$ cat src/rtl/pc_pkg.sv
// Shared encodings for the fetch-stage program counter: next-PC select,
// exception codes and fault FSM states.
package pc_pkg;

  typedef enum logic [1:0] {
    NPC_SEQ = 2'b00,
    NPC_BR  = 2'b01,
    NPC_J   = 2'b10,
    NPC_REG = 2'b11
  } npc_sel_e;

  localparam logic [4:0] EXC_NONE = 5'd0;
  localparam logic [4:0] EXC_ADEL = 5'd4;

  typedef enum logic {
    ST_RUN   = 1'b0,
    ST_FAULT = 1'b1
  } pc_state_e;

endpackage

$ cat src/rtl/pc_unit_if.sv
// Fetch-stage PC bus between decode/branch logic (master) and pc_unit (slave).
// fetch_cnt exists only when PC_UNIT_FETCH_CNT_EN is defined.
interface pc_unit_if #(
  parameter int unsigned W = 32
);

  logic         stall;
  logic [1:0]   npc_sel;
  logic [W-1:0] br_target;
  logic [W-1:0] j_target;
  logic [W-1:0] reg_target;
  logic         exc_req;
  logic         eret;
  logic [W-1:0] epc;
  logic [W-1:0] pc;
  logic [W-1:0] pc_plus4;
  logic         fetch_valid;
  logic         fetch_fault;
  logic [4:0]   exc_code;
`ifdef PC_UNIT_FETCH_CNT_EN
  logic [31:0]  fetch_cnt;
`endif

  modport master (
    output stall, npc_sel, br_target, j_target, reg_target, exc_req, eret, epc,
`ifdef PC_UNIT_FETCH_CNT_EN
    input  fetch_cnt,
`endif
    input  pc, pc_plus4, fetch_valid, fetch_fault, exc_code
  );

  modport slave (
    input  stall, npc_sel, br_target, j_target, reg_target, exc_req, eret, epc,
`ifdef PC_UNIT_FETCH_CNT_EN
    output fetch_cnt,
`endif
    output pc, pc_plus4, fetch_valid, fetch_fault, exc_code
  );

endinterface

$ cat src/rtl/pc_range_chk.sv
// Fetch-address legality: misaligned or outside the inclusive [lo, hi] window.
// All comparisons are unsigned over the full address width.
module pc_range_chk #(
  parameter int unsigned W = 32
) (
  input  logic [W-1:0] addr,
  input  logic [W-1:0] lo,
  input  logic [W-1:0] hi,
  output logic         illegal
);

  logic misaligned;
  logic below;
  logic above;

  assign misaligned = (addr[1:0] != 2'b00);
  assign below      = (addr < lo);
  assign above      = (addr > hi);
  assign illegal    = misaligned | below | above;

endmodule

$ cat src/rtl/pc_unit.sv
// Fetch-stage program counter with next-PC mux, exception redirect and a fault
// FSM that parks on an illegal PC. Optional fetch counter: PC_UNIT_FETCH_CNT_EN.
//
//   state    | meaning
//   ---------+-------------------------------------------------------------
//   ST_RUN   | normal fetch; pc follows exc_req / eret / npc_sel / stall
//   ST_FAULT | illegal pc held until CP0 takes the exception via exc_req
module pc_unit
  import pc_pkg::*;
#(
  parameter int unsigned  W         = 32,
  parameter logic [W-1:0] RESET_VEC = 32'h3000,
  parameter logic [W-1:0] EXC_VEC   = 32'h4180,
  parameter logic [W-1:0] ADDR_LO   = 32'h3000,
  parameter logic [W-1:0] ADDR_HI   = 32'h4ffc
) (
  input logic     clk,
  input logic     reset,
  pc_unit_if.slave bus
);

  logic [W-1:0] pc_q;
  logic [W-1:0] pc_inc;
  logic [W-1:0] npc;
  logic         illegal;
  pc_state_e    state;

  pc_range_chk #(.W(W)) u_range_chk (
    .addr    (pc_q),
    .lo      (ADDR_LO),
    .hi      (ADDR_HI),
    .illegal (illegal)
  );

  assign pc_inc = pc_q + W'(4);

  always_comb begin
    npc = pc_inc;
    case (bus.npc_sel)
      NPC_SEQ: npc = pc_inc;
      NPC_BR:  npc = bus.br_target;
      NPC_J:   npc = bus.j_target;
      NPC_REG: npc = bus.reg_target;
      default: npc = pc_inc;
    endcase
  end

  // exc_req outranks everything; in FAULT it is the only way out.
  always_ff @(posedge clk or posedge reset) begin
    if (reset) begin
      pc_q  <= RESET_VEC;
      state <= ST_RUN;
    end else begin
      case (state)
        ST_RUN: begin
          if (bus.exc_req) begin
            pc_q <= EXC_VEC;
          end else if (bus.eret) begin
            pc_q <= bus.epc;
          end else if (illegal) begin
            state <= ST_FAULT;
          end else if (!bus.stall) begin
            pc_q <= npc;
          end
        end
        ST_FAULT: begin
          if (bus.exc_req) begin
            pc_q  <= EXC_VEC;
            state <= ST_RUN;
          end
        end
        default: begin
          state <= ST_RUN;
        end
      endcase
    end
  end

  assign bus.pc          = pc_q;
  assign bus.pc_plus4    = pc_inc;
  assign bus.fetch_valid = ~illegal;
  assign bus.fetch_fault = (state == ST_FAULT);
  assign bus.exc_code    = illegal ? EXC_ADEL : EXC_NONE;

`ifdef PC_UNIT_FETCH_CNT_EN
  logic [31:0] fetch_cnt_q;

  always_ff @(posedge clk or posedge reset) begin
    if (reset) begin
      fetch_cnt_q <= 32'd0;
    end else if ((state == ST_RUN) && !illegal && !bus.stall) begin
      fetch_cnt_q <= fetch_cnt_q + 32'd1;
    end
  end

  assign bus.fetch_cnt = fetch_cnt_q;
`endif

endmodule
$ cat src/flat_wrapper.sv
// flat-port wrapper written by rule: the top's interface ports become plain ports
module pc_unit_flat import pc_pkg::*;
#(
  parameter int unsigned  W         = 32,
  parameter logic [W-1:0] RESET_VEC = 32'h3000,
  parameter logic [W-1:0] EXC_VEC   = 32'h4180,
  parameter logic [W-1:0] ADDR_LO   = 32'h3000,
  parameter logic [W-1:0] ADDR_HI   = 32'h4ffc
)
  (clk, reset, bus_stall, bus_npc_sel, bus_br_target, bus_j_target, bus_reg_target, bus_exc_req, bus_eret, bus_epc, bus_pc, bus_pc_plus4, bus_fetch_valid, bus_fetch_fault, bus_exc_code);
  pc_unit_if #(.W(W)) bus_i ();
  input logic clk;
  input logic reset;
  input wire logic [$bits(bus_i.stall)-1:0] bus_stall;
  input wire logic [$bits(bus_i.npc_sel)-1:0] bus_npc_sel;
  input wire logic [$bits(bus_i.br_target)-1:0] bus_br_target;
  input wire logic [$bits(bus_i.j_target)-1:0] bus_j_target;
  input wire logic [$bits(bus_i.reg_target)-1:0] bus_reg_target;
  input wire logic [$bits(bus_i.exc_req)-1:0] bus_exc_req;
  input wire logic [$bits(bus_i.eret)-1:0] bus_eret;
  input wire logic [$bits(bus_i.epc)-1:0] bus_epc;
  output wire logic [$bits(bus_i.pc)-1:0] bus_pc;
  output wire logic [$bits(bus_i.pc_plus4)-1:0] bus_pc_plus4;
  output wire logic [$bits(bus_i.fetch_valid)-1:0] bus_fetch_valid;
  output wire logic [$bits(bus_i.fetch_fault)-1:0] bus_fetch_fault;
  output wire logic [$bits(bus_i.exc_code)-1:0] bus_exc_code;
  assign bus_i.stall = bus_stall;
  assign bus_i.npc_sel = bus_npc_sel;
  assign bus_i.br_target = bus_br_target;
  assign bus_i.j_target = bus_j_target;
  assign bus_i.reg_target = bus_reg_target;
  assign bus_i.exc_req = bus_exc_req;
  assign bus_i.eret = bus_eret;
  assign bus_i.epc = bus_epc;
  assign bus_pc = bus_i.pc;
  assign bus_pc_plus4 = bus_i.pc_plus4;
  assign bus_fetch_valid = bus_i.fetch_valid;
  assign bus_fetch_fault = bus_i.fetch_fault;
  assign bus_exc_code = bus_i.exc_code;
  pc_unit #(.W(W), .RESET_VEC(RESET_VEC), .EXC_VEC(EXC_VEC), .ADDR_LO(ADDR_LO), .ADDR_HI(ADDR_HI)) u_core (.clk(clk), .reset(reset), .bus(bus_i));
endmodule
$ cat config.mk
export PLATFORM = sky130hd
export DESIGN_NAME = pc_unit_flat
export DESIGN_NICKNAME = d
export VERILOG_FILES = /design/src/rtl/pc_pkg.sv /design/src/rtl/pc_unit_if.sv /design/src/rtl/pc_range_chk.sv /design/src/rtl/pc_unit.sv /design/src/flat_wrapper.sv
export SDC_FILE = /design/constraint.sdc
export NUM_CORES = 1
export LEC_CHECK = 0
export ABC_AREA = 0
export CAP_MARGIN = 20
export CELL_PAD_IN_SITES_DETAIL_PLACEMENT = 2
export CELL_PAD_IN_SITES_GLOBAL_PLACEMENT = 2
export CORE_MARGIN = 4
export CORE_UTILIZATION = 26
export CTS_CLUSTER_SIZE = 10
export DETAILED_ROUTE_END_ITERATION = 10
export HOLD_SLACK_MARGIN = 0.15
export PLACE_DENSITY_LB_ADDON = 0.1
export SKIP_LAST_GASP = 1
export SLEW_MARGIN = 20
export SYNTH_ARGS = -nofsm -noshare
export SYNTH_HDL_FRONTEND = slang
export SYNTH_HIERARCHICAL = 1
export SYNTH_SLANG_ARGS = --single-unit
$ cat constraint.sdc
create_clock -name clk -period 6.2 [get_ports clk]
set_input_delay 0.93 -clock clk [delete_from_list [all_inputs] [get_ports clk]]
set_output_delay 0.93 -clock clk [all_outputs]
set_load 0.005 [all_outputs]
# [Word-level counts from Yosys, hierarchy flattened]
# Index checks and enable logic that the tools add are counted.
[op_classes] muxes=13 bitwise=4 eq_ne=6 addsub=1 n_lt_le_gt_ge=2 n_reduce_logical=3
[ops] cell="$mux W32" count=5
[ops] cell="$pmux W32 S4" count=1
[ops] cell="$pmux W32 S2" count=1
[ops] cell="$add A32 B3 Y32 const B" count=1
[ops] cell="$gt A32 B15 Y1 const B" count=1
[ops] cell="$lt A32 B14 Y1 const B" count=1
[ops] cell="$ne A4 B4 Y1 const B" count=2
[ops] cell="$eq A2 B2 Y1 const B" count=2
[ops] cell="$mux W1" count=4
[ops] cell="$mux W3" count=1
[ops] cell="$reduce_and A3 Y1" count=1
[ops] cell="$eq A2 B1 Y1 const B" count=1
[ops] cell="$logic_not A2 Y1" count=1
[ops] cell="$ne A2 B2 Y1 const B" count=1
[ops] cell="$not A1 Y1" count=2
[ops] cell="$or A1 B1 Y1" count=2
[ops] cell="$pmux W1 S2" count=1
[ops] cell="$reduce_bool A2 Y1" count=1
[totals] in_bits=135 word_cells=31 regBits=33

# [Longest topological paths before layout]
# Gate-level depths: netlist (run 1).
[logic_depth] ltp_word=7 mapped_depth=14

# [Cells and area by module]
# The synthesis (run 1) kept the hierarchy.
[by_module_without_submodules] mod="pc_unit" area_per_inst_um2=3388.2 instances=1 cells_each=420
[by_module_without_submodules] mod="pc_range_chk" area_per_inst_um2=1595.3 instances=1 cells_each=229

# [Worst setup path before layout (run 1)]
# OpenSTA, ideal clock, no wires.
[synth_path] path_kind="register to register" start="register u_core.pc_q[14] (netlist: u_core/bus.pc[14])" end="register u_core.pc_q[14] (netlist: u_core/bus.pc[14])" path_buffers=2 setup_slack_ns=3.372 arrival_time_ns=2.704 t_required_ns=6.076 setup_time_ns=0.124 stages_incl_launch_ff=13 path_cell_list="dfrtp_1 > ha_1 > a21oi_2 > nand2_1 > a221o_1 > o31ai_1 > o221ai_1 > nor2_1 > o21ba_2 > buf_2 > buf_2 > o21ai_0 > a211o_1"
[synth_between] word_cells_on_any_way=13 classes_between="1 x add/sub; 2 x order compare; 1 x eq/ne; 6 x mux; 2 x bitwise; 1 x reduce/logical"
[synth_lines] item="from (decl)" line="pc_unit.sv:22" rtl="logic [W-1:0] pc_q;"
[synth_lines] item="from (signal assigned)" line="pc_unit.sv:59" rtl="pc_q <= bus.epc;"
[synth_lines] item="from (signal assigned)" line="pc_unit.sv:63" rtl="pc_q <= npc;"
[synth_lines] item="$lt A32 B14 Y1" line="pc_range_chk.sv:17" rtl="assign below = (addr < lo);"
[synth_lines] item="$or A1 B1 Y1" line="pc_range_chk.sv:19" rtl="assign illegal = misaligned | below | above;"
[synth_lines] item="$or A1 B1 Y1 (*)" line="pc_range_chk.sv:19"
[synth_lines] item="via u_core.illegal" line="pc_unit.sv:25" rtl="logic illegal;"
[synth_lines] item="$ne A4 B4 Y1 (no line) (*)"
[synth_lines] item="$reduce_and A3 Y1 (no line) (*)"
# Mark *: on every way through the listed nets, which the timed path passes. The rest lies on a longest branch. The select of a mux whose other input is x is not followed.
# A chain may end at the register's enable or synchronous reset.

# [Worst setup path in the final report (run 1)]
[layout_path] start="register u_core.pc_q[30] (netlist: u_core/bus.pc[30])" end="output bus_fetch_valid"
[layout_between] elab_chain_len=4 word_cells_on_any_way=5 classes_between="2 x order compare; 3 x bitwise"
[layout_rtl] item="$lt A32 B14 Y1" line="pc_range_chk.sv:17"
[layout_rtl] item="$or A1 B1 Y1" line="pc_range_chk.sv:19"
[layout_rtl] item="$or A1 B1 Y1 (*)" line="pc_range_chk.sv:19"
[layout_rtl] item="$not A1 Y1 (*)" line="pc_unit.sv:81" rtl="assign bus.fetch_valid = ~illegal;"
[layout_rtl] item="to (decl)" line="flat_wrapper.sv:24" rtl="output wire logic [$bits(bus_i.fetch_valid)-1:0] bus_fetch_valid;"
# Mark *: on every way between the ends. The rest lies on a longest branch, timed or not.

==> impl_metrics.py, run 1 <==
metrics = {
    "outcome": {
        "status": "complete, no violations",
    },
    "worst_setup_path": {
        "worstPathCellList": "ha_1, a21oi_1, nand2_1, a2111oi_0, o211a_1, o221ai_1, inv_1, clkdlybuf4s50_1",
        "crit_fanout": 8,
        "path_depth": 8,
        "critPathMaxStageDelay_ns": 0.60,
        "worst-endpoint-required_ns": 5.27,
        "path_buf_inv": 2,
        "cp_top_family": "compound AO/OA/AOI/OAI gates",
        "critPathKind": "reg2out",
        "startpoint": "u_core/bus.pc[30]",
        "cp-start-kind": "flip-flop",
        "rr_startpoint": "u_core/bus.pc[30]",
        "cp_slowest_cell": "a2111oi_0",
        "cp-end-kind": "output port",
        "worstPathArrival_ns": 3.13,
        "ff2ff_path_depth": 12,
    },
    "timing": {
        "period_minus_slack_ns": 4.06,
        "relSlewSlack_pct": 36.7,
        "fmax_mhz": 246,
        "tightest_slew_ns": 0.950,
        "rsz0062_at_grt": "no",
        "min_period_over_period_pct": 65.4,
        "tns_ns": 0,
        "hold_viol": 0,
        "finClkSkew_ns": 0.00595,
        "slew_violations": 0,
        "setup_viol": 0,
    },
    "placed_design": {
        "dp_hpwl_um": 19400,
        "post-place-cells": 1112,
        "gp_congestion": 0.814,
        "port_buffers": 201,
    },
    "grt": {
        "antenna_found_initial": 0,
        "grt_pass1_wl_um": 37600,
        "grt_max_degree": 46,
        "grt_pass1_vias": 6655,
        "global_route.usage.total_pct": 21.8,
        "gr-total-overflow": 0,
    },
    "clocking": {
        "cts_max_level": 2,
        "cts_resized": 0,
        "cts_made_buffers": 5,
        "cts_tree": "yes",
        "cts_root_buf": "clkbuf_16",
        "clkSinkCount": 33,
        "post-cts-setup-buffer-count": 0,
        "ctsHoldBuffers": 0,
        "cts_buffer_depth": 2,
        "clk_pin_slew_ns": 0.06,
        "clock_latency_ns": 0.29,
    },
    "detailed_routing": {
        "drt_wl_total_um": 23800,
        "drc": 0,
        "drt_first_pass_iters": 4,
        "drt_iter0_drc": 142,
        "route.vias.total": 5887,
        "postRouteAntennaNets": 0,
        "wl_per_cell_um": 21.2,
        "routed_via_density": 5.26,
    },
    "layout": {
        "diodes": 0,
        "fin_cells": 1120,
        "drive_above_1_share_pct": 6.09,
        "fillers": 2135,
        "multi_input_area_um2": 3890,
        "nNetsFinal": 1084,
        "regArea_um2": 828,
        "area_delta_synth_final_pct": 51.5,
    },
    "yosys": {
        "synth_flop_cell": "dfrtp_1",
        "synth_area_um2": 4980,
        "yosys_warnings": 6,
        "synth_top_cell_by_area": "ha_1",
        "synth_edf_count": 0,
        "synth_area_leaders": "ha_1, dfrtp_1, inv_1",
        "yosys.area.top_type_share_pct": 16.1,
        "ys_seq_area_share_pct": 16.6,
        "synth.most_common_cell": "inv_1",
        "avgSynthCellArea_um2": 7.68,
        "syn_inst": 649,
        "ys_ff_latch": 33,
        "synth_cell_types": 63,
        "async_flop_share_pct": 100,
        "synth_commonest_cells": "inv_1, ha_1, a21oi_1",
    },
    "hold_path": {
        "hp-start": "u_core/bus.fetch_fault",
        "hp-class": "reg2reg",
        "hold_depth": 2,
    },
    "power": {
        "total_leakage_power_nw": 3.23,
        "p_per_area_nw_per_um2": 139,
        "peakVddDrop_v": 0.0000966,
    },
    "floorplanning": {
        "io_pins": 206,
        "start_util_pct": 26.6,
        "die_x_um": 146,
        "row_count": 50,
        "coreArea_um2": 18800,
        "dieArea_um2": 21400,
        "die_h_um": 146,
    },
    "run": {
        "maxCapViolCount": 0,
    },
}
## report_power, final
group / leakage, nW / total [mW] / internal, mW / switching [mW]
Clock: 0.0841 / 0.301 / 0.201 / 0.100
Sequential: 0.424 / 0.292 / 0.234 / 0.0581
Combinational: 2.73 / 0.458 / 0.248 / 0.210
Total: 3.23 / 1.05 / 0.683 / 0.368
## final timing paths
kind                                     endpoint  slack [ns]
setup / recovery                  bus_fetch_valid        2.14
hold / removal             u_core/bus.fetch_fault        0.59
setup reg to reg                u_core/bus.pc[23]        2.25
hold reg to reg            u_core/bus.fetch_fault        0.59
max in group asynchronous       u_core/bus.pc[28]        4.76
min in group asynchronous        u_core/bus.pc[9]        1.08
## metrics by stage
stage                     hold WS (ns)  instance area, µm²  util (%)  total power [mW]  setup slack, ns
after detailed placement         0.565                7370      39.3             0.749             1.97
after global routing             0.632                7550      40.2              1.12             1.82
after floorplan                  0.514                5230         -             0.496             3.37
final                            0.589                7550      40.2              1.05             2.14
after CTS                        0.584                7540      40.2              1.06             1.99
after global placement           0.521                7370      39.3             0.728             2.25
## worst reg2reg max path: cells and delay by family (launching register included)
kind	cells	cell delay, ns
AOI/OAI and AO/OA	7	1.93
adders and majority gates	1	0.32
buffers and inverters	1	0.32
DFF	1	0.53
and+or+nand+nor	3	0.76
## flip-flops by register name, indices dropped and copies added, names as in the netlist
name and count:
u_core/bus.pc 32, u_core/bus.fetch_fault 1
## layout make-up
cell class | instances | area share [%]
Multi-Input combinational cell | 555 | 51.5
Sequential cell | 33 | 11.0
Clock buffer | 7 | 1.89
Timing Repair Buffer | 209 | 27.3
Tap cell | 234 | 3.88
Clock inverter | 1 | 0.398
Inverter | 81 | 4.03
## cells by family (layout without fill, tap and decap cells)
logic type / Yosys count / count (layout) / synth area share, %
other cells: 2 / 68 / 0.151
fa+ha+maj: 64 / 64 / 16.1
buf+inv: 127 / 298 / 10.6
simple gates: 161 / 161 / 16.9
flops: 33 / 33 / 16.6
xor+xnor: 28 / 28 / 4.92
compound gates: 190 / 190 / 25.2
mux: 44 / 44 / 9.52
## metal layers
layer  global-route usage, %  share of wire [%]  up-vias  wire [µm]
li1                        -                  -     2779          -
met1                    26.9                 44     2928      10400
met2                    39.1                 49      162      11700
met3                    5.03                6.0       18       1430
met4                    4.14                1.1        0        263
met5                       0                  0        -          0
## layout by cell type, fill, tap and decap left out, types with 19 or more instances in the layout
master / n
a21oi_1: 57
ha_1: 64
inv_1: 81
nor2_1: 25
nand2_1: 49
nand3_1: 19
dfrtp_1: 31
mux2i_1: 26
o21ai_0: 39
xnor2_1: 21
clkdlybuf4s50_1: 199
conb_1: 68
(Power assumes the default switching activity.)
==> inputs of run 2 (changes only) <==
- CORE_UTILIZATION: 26 -> 22
- clock period: 6.2 -> 3.6 ns (I/O delays scaled with it)
==> impl_metrics.py, run 2 (synthesis gave the netlist of run 1 again) <==
metrics = {
    "floorplanning": {
        "coreArea_um2": 22000,
        "io_pins": 206,
        "die_h_um": 159,
        "row_count": 54,
        "dieArea_um2": 25100,
        "start_util_pct": 22.6,
        "die_x_um": 159,
    },
    "clocking": {
        "cts_buffer_depth": 2,
        "cts_tree": "yes",
        "clkSinkCount": 33,
        "ctsHoldBuffers": 0,
        "clk_pin_slew_ns": 0.05,
        "cts_root_buf": "clkbuf_16",
        "cts_max_level": 2,
        "clock_latency_ns": 0.28,
        "cts_made_buffers": 5,
    },
    "power": {
        "p_sw_mw": 0.638,
        "p_sw_share_pct": 36.4,
        "total_power_mw": 1.75,
        "p_per_area_nw_per_um2": 225,
        "seqPwrFrac_pct": 27.1,
        "total_leakage_power_nw": 3.34,
        "peakVddDrop_v": 0.000175,
        "p_int_mw": 1.12,
        "p_clk_share_pct": 23.8,
        "share_comb_of_total_power_pct": 49.1,
    },
    "placed_design": {
        "place_ws_ns": 0.151,
        "port_buffers": 201,
        "placed_area_um2": 7610,
        "dp_hpwl_um": 21100,
        "post-place-cells": 1181,
        "gp_congestion": 0.847,
    },
    "timing": {
        "worst_slack_ns": 0.124,
        "tightest_slew_ns": 0.866,
        "tns_ns": 0,
        "min_period_over_period_pct": 96.6,
        "relSlewSlack_pct": 42.3,
        "period_minus_slack_ns": 3.48,
        "finClkSkew_ns": 0.00564,
        "hold_viol": 0,
        "fmax_mhz": 288,
        "setup_viol": 0,
        "slew_violations": 0,
    },
    "worst_setup_path": {
        "r2r_setup_slack_ns": 0.29,
        "worst-endpoint-required_ns": 3.06,
        "critPathKind": "reg2out",
        "worstPathArrival_ns": 2.94,
        "crit_fanout": 11,
        "cp-start-kind": "flip-flop",
        "cp-end-kind": "output port",
    },
    "run": {
        "maxCapViolCount": 0,
    },
    "layout": {
        "fin_cells": 1189,
        "diodes": 0,
        "final_common_cell": "clkdlybuf4s50_1",
        "final_cell_mix": "clkdlybuf4s50_1, inv_1, conb_1, ha_1, a21oi_1",
        "largest_reg_flops": 32,
        "nNetsFinal": 1107,
        "area_delta_synth_final_pct": 56.2,
        "fin_area_um2": 7780,
        "drive_above_1_share_pct": 8.58,
    },
    "detailed_routing": {
        "routed_via_density": 4.97,
        "route.vias.total": 5912,
        "drt_iter0_drc": 166,
        "drt_wl_total_um": 25100,
        "postRouteAntennaNets": 0,
        "drt_first_pass_iters": 4,
        "wl_per_cell_um": 21.1,
        "drc": 0,
    },
    "grt": {
        "grt_max_degree": 46,
        "grt_pass1_vias": 6597,
        "gr-total-overflow": 0,
        "antenna_found_initial": 0,
        "grt_pass1_wl_um": 38400,
        "global_route.usage.total_pct": 19.7,
    },
    "outcome": {
        "status": "complete, no violations",
    },
    "hold_path": {
        "hp-class": "reg2reg",
    },
}
## run 2: metal layers
layer | vias to the layer above | GRT usage [%] | part of all wire [%]
met1 | 2893 | 25.2 | 43
met5 | - | 0 | 0
li1 | 2813 | - | -
met3 | 17 | 5.76 | 7.9
met2 | 189 | 33.3 | 48
met4 | 0 | 3.57 | 1.2
## run 2: path summary, 6_finish.rpt
kind | start | endpoint | depth (start not counted)
worst max-delay path | u_core/bus.pc[2] | bus_pc_plus4[30] | 8
worst min-delay path | u_core/bus.fetch_fault | u_core/bus.fetch_fault | 2
worst max register to register | u_core/bus.pc[31] | u_core/bus.pc[26] | 12
worst min register to register | u_core/bus.fetch_fault | u_core/bus.fetch_fault | 2
max in group asynchronous | reset | u_core/bus.pc[24] | 3
min in group asynchronous | reset | u_core/bus.pc[5] | 3
## run 2: final cells by class
type | instances | area [µm²]
flip-flops and latches | 33 | 828
fillers | 2532 | 14200
well taps | 280 | 350
multi-input cells | 555 | 3920
clock buffers | 8 | 136
repair buffers | 232 | 2250
inverters | 81 | 304
## run 2: stage by stage
step                      hold WS, ns  utilization [%]
after floorplan                 0.514                -
after global placement          0.539             34.6
after detailed placement        0.544             34.6
after CTS                       0.560             35.2
after global routing            0.632             35.3
final                           0.570             35.3
## run 2: power by group through the flow
| stage | clock network, mW | logic, mW | registers, mW |
|---|---|---|---|
| final | 0.418 | 0.860 | 0.475 |
| after global routing | 0.444 | 0.956 | 0.483 |
| after CTS | 0.427 | 0.860 | 0.476 |
| after detailed placement | 0 | 0.856 | 0.482 |
| after global placement | 0 | 0.829 | 0.478 |
| after floorplan | 0 | 0.389 | 0.465 |
## run 2: what timing repair did
action                                  4_1_cts  5_1_grt
endpoints found under the setup margin        0       12
buffers inserted                              0        0
gates resized for setup                       0        5
## run 2: critical path, stage by stage (launching register included)
cell and delay [ns]:
dfrtp_1 0.54, buf_4 0.22, ha_1 0.30, nand3_1 0.13
nor4_2 0.16, buf_4 0.25, nand3_1 0.16, xnor2_1 0.32
clkdlybuf4s50_1 0.57
